**src/rtl/fetch_pkg.sv**
```systemverilog
// Shared constants and types for the IF->ID fetch queue.
package fetch_pkg;

  localparam int unsigned FQ_DATA_W = 64;
  localparam int unsigned FQ_EXCP_W = 5;

  // Exception tag carried alongside each fetched instruction.
  typedef struct packed {
    logic [3:0] num;
    logic       valid;
  } fq_excp_t;

endpackage

```
**src/rtl/fetch_queue_mp_if.sv**
```systemverilog
// Fetch/decode side of the multi-port fetch queue.
interface fetch_queue_mp_if
  import fetch_pkg::*;
#(
  parameter int unsigned DATA_W = FQ_DATA_W,
  parameter int unsigned EXCP_W = FQ_EXCP_W,
  parameter int unsigned DEPTH  = 32,
  parameter int unsigned PUSH_N = 2,
  parameter int unsigned POP_N  = 2
) ();

  localparam int unsigned ICW = $clog2(PUSH_N + 1);
  localparam int unsigned OCW = $clog2(POP_N + 1);
  localparam int unsigned CW  = $clog2(DEPTH) + 1;

  logic                     in_valid;
  logic [ICW-1:0]           in_cnt;
  logic [PUSH_N*DATA_W-1:0] in_data;
  logic [PUSH_N*EXCP_W-1:0] in_excp;
  logic                     in_ready;
  logic                     push_fire;
  logic [POP_N-1:0]         out_valid;
  logic [POP_N*DATA_W-1:0]  out_data;
  logic [POP_N*EXCP_W-1:0]  out_excp;
  logic [OCW-1:0]           pop_cnt;
  logic [CW-1:0]            count;

  // Fetch + decode pipeline side.
  modport master (
    output in_valid, in_cnt, in_data, in_excp, pop_cnt,
    input  in_ready, push_fire, out_valid, out_data, out_excp, count
  );

  // The queue itself.
  modport slave (
    input  in_valid, in_cnt, in_data, in_excp, pop_cnt,
    output in_ready, push_fire, out_valid, out_data, out_excp, count
  );

endinterface

```
**src/rtl/fetch_queue_mp_ptr_ctrl.sv**
```systemverilog
// Head/tail pointer control for the fetch queue: occupancy, clamping,
// reset/flush priority, per-slot write enables and read indices.
module fq_ptr_ctrl #(
  parameter int unsigned DEPTH  = 32,
  parameter int unsigned PUSH_N = 2,
  parameter int unsigned POP_N  = 2,
  localparam int unsigned AW  = $clog2(DEPTH),
  localparam int unsigned PW  = AW + 1,
  localparam int unsigned ICW = $clog2(PUSH_N + 1),
  localparam int unsigned OCW = $clog2(POP_N + 1)
) (
  input  logic                     clk,
  input  logic                     reset,
  input  logic                     flush,
  input  logic                     in_valid,
  input  logic [ICW-1:0]           in_cnt,
  input  logic [OCW-1:0]           pop_cnt,
  output logic                     in_ready,
  output logic                     push_fire,
  output logic [PW-1:0]            count,
  output logic [POP_N-1:0]         out_valid,
  output logic [PUSH_N-1:0]        wr_en,
  output logic [PUSH_N-1:0][AW-1:0] wr_idx,
  output logic [POP_N-1:0][AW-1:0]  rd_idx
);

  logic [PW-1:0] head;
  logic [PW-1:0] tail;
  logic [PW-1:0] free_cnt;
  logic [PW-1:0] push_n;
  logic [PW-1:0] pop_req;
  logic [PW-1:0] eff_pop;

  // Occupancy, readiness and clamped push/pop amounts, all from registers
  // plus the request inputs; in_ready deliberately ignores pop_cnt.
  always_comb begin
    count     = head - tail;
    free_cnt  = PW'(DEPTH) - count;
    in_ready  = (free_cnt >= PW'(PUSH_N));
    push_fire = in_valid && in_ready && (in_cnt != '0);
    push_n    = (in_cnt > ICW'(PUSH_N)) ? PW'(PUSH_N) : PW'(in_cnt);
    pop_req   = (pop_cnt > OCW'(POP_N)) ? PW'(POP_N) : PW'(pop_cnt);
    eff_pop   = (pop_req > count) ? count : pop_req;
  end

  // Per-slot write enables/indices (index arithmetic wraps naturally at
  // DEPTH) and thermometer-coded read valids.
  always_comb begin
    wr_en     = '0;
    wr_idx    = '0;
    out_valid = '0;
    rd_idx    = '0;
    for (int unsigned i = 0; i < PUSH_N; i++) begin
      wr_en[i]  = push_fire && !reset && !flush && (PW'(i) < push_n);
      wr_idx[i] = head[AW-1:0] + AW'(i);
    end
    for (int unsigned i = 0; i < POP_N; i++) begin
      out_valid[i] = (count > PW'(i));
      rd_idx[i]    = tail[AW-1:0] + AW'(i);
    end
  end

  // Pointer registers: reset beats flush, flush discards the cycle's push/pop.
  always_ff @(posedge clk) begin
    if (reset || flush) begin
      head <= '0;
      tail <= '0;
    end else begin
      if (push_fire) head <= head + push_n;
      tail <= tail + eff_pop;
    end
  end

  a_pop_overrun: assert property (@(posedge clk) disable iff (reset || flush)
                                  (PW'(pop_cnt) <= count))
    else $error("fq_ptr_ctrl: pop_cnt exceeds occupancy");

endmodule

```
**src/rtl/fetch_queue_mp.sv**
```systemverilog
// Multi-port instruction fetch queue between IF and ID: up to PUSH_N
// entries in and up to POP_N oldest entries out per cycle, 1-cycle latency.
module fetch_queue_mp
  import fetch_pkg::*;
#(
  parameter int unsigned DATA_W = FQ_DATA_W,
  parameter int unsigned EXCP_W = FQ_EXCP_W,
  parameter int unsigned DEPTH  = 32,
  parameter int unsigned PUSH_N = 2,
  parameter int unsigned POP_N  = 2
) (
  input logic              clk,
  input logic              reset,
  input logic              flush,
  fetch_queue_mp_if.slave  fq
);

  localparam int unsigned AW = $clog2(DEPTH);

  logic [DATA_W-1:0] data_mem [DEPTH];
  logic [EXCP_W-1:0] excp_mem [DEPTH];

  logic [PUSH_N-1:0]         wr_en;
  logic [PUSH_N-1:0][AW-1:0] wr_idx;
  logic [POP_N-1:0][AW-1:0]  rd_idx;

  fq_ptr_ctrl #(
    .DEPTH  (DEPTH),
    .PUSH_N (PUSH_N),
    .POP_N  (POP_N)
  ) u_ptr_ctrl (
    .clk       (clk),
    .reset     (reset),
    .flush     (flush),
    .in_valid  (fq.in_valid),
    .in_cnt    (fq.in_cnt),
    .pop_cnt   (fq.pop_cnt),
    .in_ready  (fq.in_ready),
    .push_fire (fq.push_fire),
    .count     (fq.count),
    .out_valid (fq.out_valid),
    .wr_en     (wr_en),
    .wr_idx    (wr_idx),
    .rd_idx    (rd_idx)
  );

  // Storage writes: each enabled group slot lands at its wrapped index.
  always_ff @(posedge clk) begin
    for (int unsigned i = 0; i < PUSH_N; i++) begin
      if (wr_en[i]) begin
        data_mem[wr_idx[i]] <= fq.in_data[i*DATA_W +: DATA_W];
        excp_mem[wr_idx[i]] <= fq.in_excp[i*EXCP_W +: EXCP_W];
      end
    end
  end

  // Combinational read of the POP_N oldest entries, oldest in slot 0.
  always_comb begin
    fq.out_data = '0;
    fq.out_excp = '0;
    for (int unsigned i = 0; i < POP_N; i++) begin
      fq.out_data[i*DATA_W +: DATA_W] = data_mem[rd_idx[i]];
      fq.out_excp[i*EXCP_W +: EXCP_W] = excp_mem[rd_idx[i]];
    end
  end

endmodule

```
**src/flat_wrapper.sv**
```systemverilog
// flat-port wrapper written by rule: the top's interface ports become plain ports
module fetch_queue_mp_flat import fetch_pkg::*;
#(
  parameter int unsigned DATA_W = FQ_DATA_W,
  parameter int unsigned EXCP_W = FQ_EXCP_W,
  parameter int unsigned DEPTH  = 32,
  parameter int unsigned PUSH_N = 2,
  parameter int unsigned POP_N  = 2
)
  (clk, reset, flush, fq_in_valid, fq_in_cnt, fq_in_data, fq_in_excp, fq_pop_cnt, fq_in_ready, fq_push_fire, fq_out_valid, fq_out_data, fq_out_excp, fq_count);
  fetch_queue_mp_if #(.DATA_W(DATA_W), .EXCP_W(EXCP_W), .DEPTH(DEPTH), .PUSH_N(PUSH_N), .POP_N(POP_N)) fq_i ();
  input logic clk;
  input logic reset;
  input logic flush;
  input wire logic [$bits(fq_i.in_valid)-1:0] fq_in_valid;
  input wire logic [$bits(fq_i.in_cnt)-1:0] fq_in_cnt;
  input wire logic [$bits(fq_i.in_data)-1:0] fq_in_data;
  input wire logic [$bits(fq_i.in_excp)-1:0] fq_in_excp;
  input wire logic [$bits(fq_i.pop_cnt)-1:0] fq_pop_cnt;
  output wire logic [$bits(fq_i.in_ready)-1:0] fq_in_ready;
  output wire logic [$bits(fq_i.push_fire)-1:0] fq_push_fire;
  output wire logic [$bits(fq_i.out_valid)-1:0] fq_out_valid;
  output wire logic [$bits(fq_i.out_data)-1:0] fq_out_data;
  output wire logic [$bits(fq_i.out_excp)-1:0] fq_out_excp;
  output wire logic [$bits(fq_i.count)-1:0] fq_count;
  assign fq_i.in_valid = fq_in_valid;
  assign fq_i.in_cnt = fq_in_cnt;
  assign fq_i.in_data = fq_in_data;
  assign fq_i.in_excp = fq_in_excp;
  assign fq_i.pop_cnt = fq_pop_cnt;
  assign fq_in_ready = fq_i.in_ready;
  assign fq_push_fire = fq_i.push_fire;
  assign fq_out_valid = fq_i.out_valid;
  assign fq_out_data = fq_i.out_data;
  assign fq_out_excp = fq_i.out_excp;
  assign fq_count = fq_i.count;
  fetch_queue_mp #(.DATA_W(DATA_W), .EXCP_W(EXCP_W), .DEPTH(DEPTH), .PUSH_N(PUSH_N), .POP_N(POP_N)) u_core (.clk(clk), .reset(reset), .flush(flush), .fq(fq_i));
endmodule
```
**config.mk**
```make
export PLATFORM = sky130hd
export DESIGN_NAME = fetch_queue_mp_flat
export DESIGN_NICKNAME = d
export VERILOG_FILES = /design/src/rtl/fetch_pkg.sv /design/src/rtl/fetch_queue_mp_if.sv /design/src/rtl/fetch_queue_mp_ptr_ctrl.sv /design/src/rtl/fetch_queue_mp.sv /design/src/flat_wrapper.sv
export SDC_FILE = /design/constraint.sdc
export NUM_CORES = 2
export LEC_CHECK = 0
export BUFFER_PORTS_ARGS = -buffer_cell sky130_fd_sc_hd__clkbuf_2
export CAP_MARGIN = 10
export CORE_MARGIN = 1
export CORE_UTILIZATION = 50
export CTS_CLUSTER_SIZE = 25
export DETAILED_ROUTE_END_ITERATION = 10
export PLACE_DENSITY = 0.76
export SLEW_MARGIN = 10
export SYNTH_ARGS = -nofsm -noshare
export SYNTH_HDL_FRONTEND = slang
export SYNTH_HIERARCHICAL = 1
export SYNTH_SLANG_ARGS = --single-unit
```
**constraint.sdc**
```tcl
create_clock -name clk -period 19.6 [get_ports clk]
set_input_delay 3.92 -clock clk [delete_from_list [all_inputs] [get_ports clk]]
set_output_delay 3.92 -clock clk [all_outputs]
set_load 0.01 [all_outputs]
```
Word level (Yosys, flattened, before mapping)

Memories as Yosys holds them, arrays and structs flattened. A register that Yosys moved wholly into a read port is not among the register bits.
Cells that the tools add are included.

$add $sub $neg: 6
Magnitude comparators: 8
Muxes and demuxes: 9
Reduce and logical (&&, ||, !) cells: 10

Operator list:

| kind                  | number |
|---|---|
| $gt A6 B1 Y1 const B  | 2 |
| $add A5 B1 Y5 const B | 2 |
| $mux W5               | 2 |
| $add A6 B2 Y6         | 1 |
| $add A6 B6 Y6         | 1 |
| $ge A6 B2 Y1 const B  | 1 |
| $gt A2 B6 Y1          | 1 |
| $logic_and A1 B1 Y1   | 6 |
| $mux W6               | 1 |
| $sub A6 B6 Y6         | 1 |
| $sub A6 B6 Y6 const A | 1 |
| $gt A2 B2 Y1 const B  | 2 |
| $lt A1 B2 Y1 const A  | 2 |
| $mux W1               | 4 |
| $mux W2               | 2 |
| $logic_not A1 Y1      | 2 |
| $reduce_bool A2 Y1    | 1 |
| $logic_or A1 B1 Y1    | 1 |

Flip-flop bits (word level): 12
Memory bits (writable): 2208
Output and inout port bits: 148
Memories: 2

Memory list:

| memory          | depth | width | rd ports | clocked after memory_dff | wr ports | line                 | RTL |
|---|---|---|---|---|---|---|---|
| u_core.data_mem | 32    | 64    | 2        | 1                        | 2        | fetch_queue_mp.sv:20 | `logic [DATA_W-1:0] data_mem [DEPTH];` |
| u_core.excp_mem | 32    | 5     | 2        | 1                        | 2        | fetch_queue_mp.sv:21 | `logic [EXCP_W-1:0] excp_mem [DEPTH];` |

Logic depth before layout (Yosys ltp)

Depth after elaboration: 10
Depth in mapped cells: 19
Gate-level depth less buffers: 17

Cells and area by module

Netlist, hierarchy kept.

Modules (own cells, without submodules):

| module         | instances | cells each | area each (µm²) | sequential area each (µm²) |
|---|---|---|---|---|
| fetch_queue_mp | 1         | 7394       | 129055.0        | 66303.6 |
| fq_ptr_ctrl    | 1         | 160        | 1285.0          | 240.2 |

Worst setup path after synthesis

OpenSTA, ideal clock, no wires.

Path kind: input port to flip-flop
From: input reset
To: memory u_core/data_mem[16][0] in the netlist's numbering (enable)
Setup time: 0.591 ns
Arrival time: 10.185 ns
Data required time: 19.009 ns
Setup slack: 8.824 ns
Cell stages on the path: 6
Buffers on the path: 2
Path through: or2_2 -> clkbuf_1 -> nor3_1 -> or3b_2 -> clkbuf_1 -> o21ai_0

RTL lines:

| what            | line                 | RTL |
|---|---|---|
| start, declared | flat_wrapper.sv:13   | `input logic reset;` |
| end, declared   | fetch_queue_mp.sv:20 |  |

==> flow_metrics.env <==
export IMPL_outcome="finished, final reports clean"
export IMPL_arrival_ns=6.55
export IMPL_synth_commonest_cells="2406 x mux2_2, 2208 x edfxtp_1, 1201 x mux4_2"
export IMPL_hold_viol_final=0
export IMPL_pin_count=294
export IMPL_finalNonFillerCells=10900
export IMPL_final_antenna_net_count=0
export IMPL_hpwl_um=243000
export IMPL_switching_share_pct=25.0
export IMPL_p_seq_share_pct=46.7
export IMPL_synth_seq_area_share_pct=51.1
export IMPL_yosys_warnings=6
export IMPL_cts_hold_fix_buffers=0
export IMPL_crit_chain="inv_8 -> buf_12 -> buf_4 -> buf_4 -> mux2i_1 -> a21boi_0 -> o21ai_0 -> a211oi_1 -> clkbuf_2"
export IMPL_whs_ns=0.528
export IMPL_clkPwrFrac_pct=39.9
export IMPL_tritoncts="yes"
export IMPL_numPortBuffers=293
export IMPL_drtIter0Drc=12800
export IMPL_stdcell_area_um2=142000
export IMPL_synth_edf_count=2208
export IMPL_synthArstFlopShare_pct=0
export IMPL_gp_congestion=0.864
export IMPL_whs_endpoint="u_core/u_ptr_ctrl/head[5]"
export IMPL_drc=0
export IMPL_worstHoldStart="u_core/u_ptr_ctrl/head[5]"
export IMPL_place_area_um2=134000
export IMPL_grt_max_degree=156
export IMPL_finalNetCount=7439
export IMPL_period_share_pct=53.4
export IMPL_r2r_setup_slack_ns=10.99
export IMPL_path_buf_inv=5
export IMPL_ys_types=53
export IMPL_firstDrtPassIters=5
export IMPL_worstReg2RegStart="u_core/u_ptr_ctrl/tail[0]"
export IMPL_fin_tns_setup_ns=0
export IMPL_wl_per_cell_um=42.0
export IMPL_pwr_share_comb_pct=13.5
export IMPL_total_power_mw=11.2
export IMPL_cp_data_required_time_ns=15.68
export IMPL_reg2reg_depth=15
export IMPL_synth_ff_type="edfxtp_1"
export IMPL_hold_depth=2
export IMPL_synth_top_cells_by_area="edfxtp_1 51%, mux2_2 21%, mux4_2 21%"
export IMPL_via_per_inst=7.58
export IMPL_cts_setup_buffers=0
export IMPL_ctsHtreeMaxLevel=4
export IMPL_reg2reg_to="u_core/data_mem[14][20]"
export IMPL_nFillCells=19700
export IMPL_fp_dieArea_um2=263000
export IMPL_min_delay_path_class="reg -> reg"
export IMPL_track_usage_pct=34.3
export IMPL_clock_path_buffers=3
export IMPL_start_kind="flip-flop"
export IMPL_totalWireLength_um=457000
export IMPL_yosysMostFrequentCell="mux2_2"
export IMPL_relSlewSlack_pct=8.37
export IMPL_cts_sinks=2220
export IMPL_maxSlewViolCount=0
export IMPL_die_x_um=513
export IMPL_peakVddDrop_uv=99.9
export IMPL_syn_instance_count=7554
export IMPL_grt_setup_unrepaired="false"
export IMPL_path_common_cell="buf_4"
export IMPL_ys_seq_elements=2220
export IMPL_yosysTopAreaCell="edfxtp_1"
export IMPL_synthesis_area_um2=130000
export IMPL_cts_root_buffer="clkbuf_16"
export IMPL_grt_pass1_wl_um=636000
export IMPL_finalCriticalPeriod_ns=10.47
export IMPL_crit_slowest_cell="a211oi_1"
export IMPL_cp_slowest_stage_delay_ns=1.02
export IMPL_cts_resized=0
export IMPL_grt_overflow=0
export IMPL_antenna_found_initial=56
export IMPL_placementRows=187
export IMPL_worst_pin_slew_ns=1.37
export IMPL_clk_latency_ns=0.94
export IMPL_syn_avg_cell_area_um2=17.3
export IMPL_worstSetupEndpointType="output pin"
export IMPL_initial_core_util_pct=50.2
export IMPL_drive_gt1_share_pct=60.6
export IMPL_core_um2=259000
export IMPL_finClkSkew_ns=0.0782
export IMPL_power_switching_mw=2.81
export IMPL_intPower_mw=8.43
export IMPL_crit_family="buffers and inverters"
export IMPL_cts_buffers=232
export IMPL_setup_violations=0
export IMPL_dp_cells=10400
export IMPL_clock_fmax_mhz=95.5
export IMPL_synthToLayoutAreaGrowth_pct=8.81
export IMPL_p_leak_nw=44.6
export IMPL_cp_max_fo=106
export IMPL_die_h_um=513
export IMPL_path_class="reg -> out"
export IMPL_grt_pass1_vias=81900
export IMPL_vias=82600
export IMPL_power_per_cell_area_nw_per_um2=79.3
export IMPL_cap_viol_max_count=0
export IMPL_synth_top_cell_area_share_pct=50.9
export IMPL_clkSlewWorstSetupHoldPaths_ns=0.07
final cells by class:
type	instances	area (um2)	share of cell area, %
tap	3402	4260	3.00
antenna	28	70.1	0.0494
timing repair buffer	499	3150	2.22
multi-input combinational	4302	60200	42.4
inverter	16	75.1	0.0529
clock inverter	145	1460	1.03
sequential	2220	66600	46.9
clock buffer	287	6080	4.28
power groups by stage:
stage	Combinational, mW	Sequential, mW	Clock (mW)
global placement	1.46	5.34	0
CTS	1.49	5.24	4.49
global route	1.57	5.24	4.66
detailed placement	1.48	5.34	0
floorplan	1.03	5.34	0
finish	1.51	5.24	4.48
worst max-delay path by stage:
stage	cells after the start	from	slack, ns	to
final	9	u_core/u_ptr_ctrl/tail[0]	9.13	fq_out_data[117]
after floorplan	6	reset	8.82	u_core/data_mem[16][0]
after CTS	9	u_core/u_ptr_ctrl/tail[0]	8.91	fq_out_data[117]
after global routing	9	u_core/u_ptr_ctrl/tail[0]	8.73	fq_out_data[117]
after detailed placement	9	u_core/u_ptr_ctrl/tail[0]	9.88	fq_out_data[117]
after global placement	9	u_core/u_ptr_ctrl/tail[0]	9.88	fq_out_data[117]
flip-flops by register name, indices dropped and copies added, names as in the netlist:
| name | count |
|---|---|
| u_core/data_mem | 2048 |
| u_core/excp_mem | 160 |
| u_core/u_ptr_ctrl/head | 6 |
| u_core/u_ptr_ctrl/tail | 6 |
logic make-up after synthesis:
| logic type | Yosys count | share of synthesized area (%) |
|---|---|---|
| adder cells (fa/ha/maj) | 22 | 0.228 |
| AO/OA/AOI/OAI | 287 | 1.52 |
| XOR/XNOR | 13 | 0.0874 |
| flip-flops | 2220 | 51.1 |
| other | 1 | 0.00288 |
| buffers and inverters | 1034 | 3.36 |
| multiplexers | 3808 | 43.1 |
| AND/OR/NAND/NOR | 169 | 0.667 |
placed cells by master (no fill, tap or decap), types with 6 or more instances in the layout:
master and count:
a21oi_1 27, nand2_4 16, a221o_1 16, nor2_1 29
clkinv_2 42, and2_1 8, a211oi_1 21, mux2i_1 200
nor2_4 18, clkinv_8 8, clkinv_1 56, o32a_1 8
dfxtp_1 7, nand2_1 20, a221oi_1 42, a21o_1 18
o21ai_4 16, edfxtp_1 2208, o22ai_4 16, bufinv_16 25
xor2_1 7, buf_12 11, o21ai_0 29, ha_1 18
clkbuf_16 235, clkinvlp_4 7, nand3_1 9, nand3b_1 9
mux2_2 2406, a21boi_0 13, inv_1 13, or3_1 6
nor2b_1 14, mux4_2 1201, diode_2 28, clkbuf_2 293
o22ai_1 74, clkbuf_1 52, buf_4 195
tightest hold or removal path, cell delays in order, from the launching register on:
cell and delay [ns]:
dfxtp_1 0.33, o21ai_1 0.08, a21oi_1 0.07
through the flow:
| stage | util [%] | setup slack (ns) |
|---|---|---|
| 2_1_floorplan | - | 8.82 |
| 3_3_place_gp | 51.7 | 9.88 |
| 3_5_place_dp | 51.7 | 9.88 |
| 4_1_cts | 54.6 | 8.91 |
| 5_1_grt | 54.6 | 8.73 |
| 6_report | 54.7 | 9.13 |
routing by layer:
metal  track usage, %  part of all wire (%)  up-vias
li1                 -                     -    30700
met1             45.4                    35    43200
met2             51.0                    44     7110
met3             10.2                    15     1543
met4             18.6                   6.3       48
met5                0                 0.072        -
No activity file was read; power rests on OpenSTA's default activity.
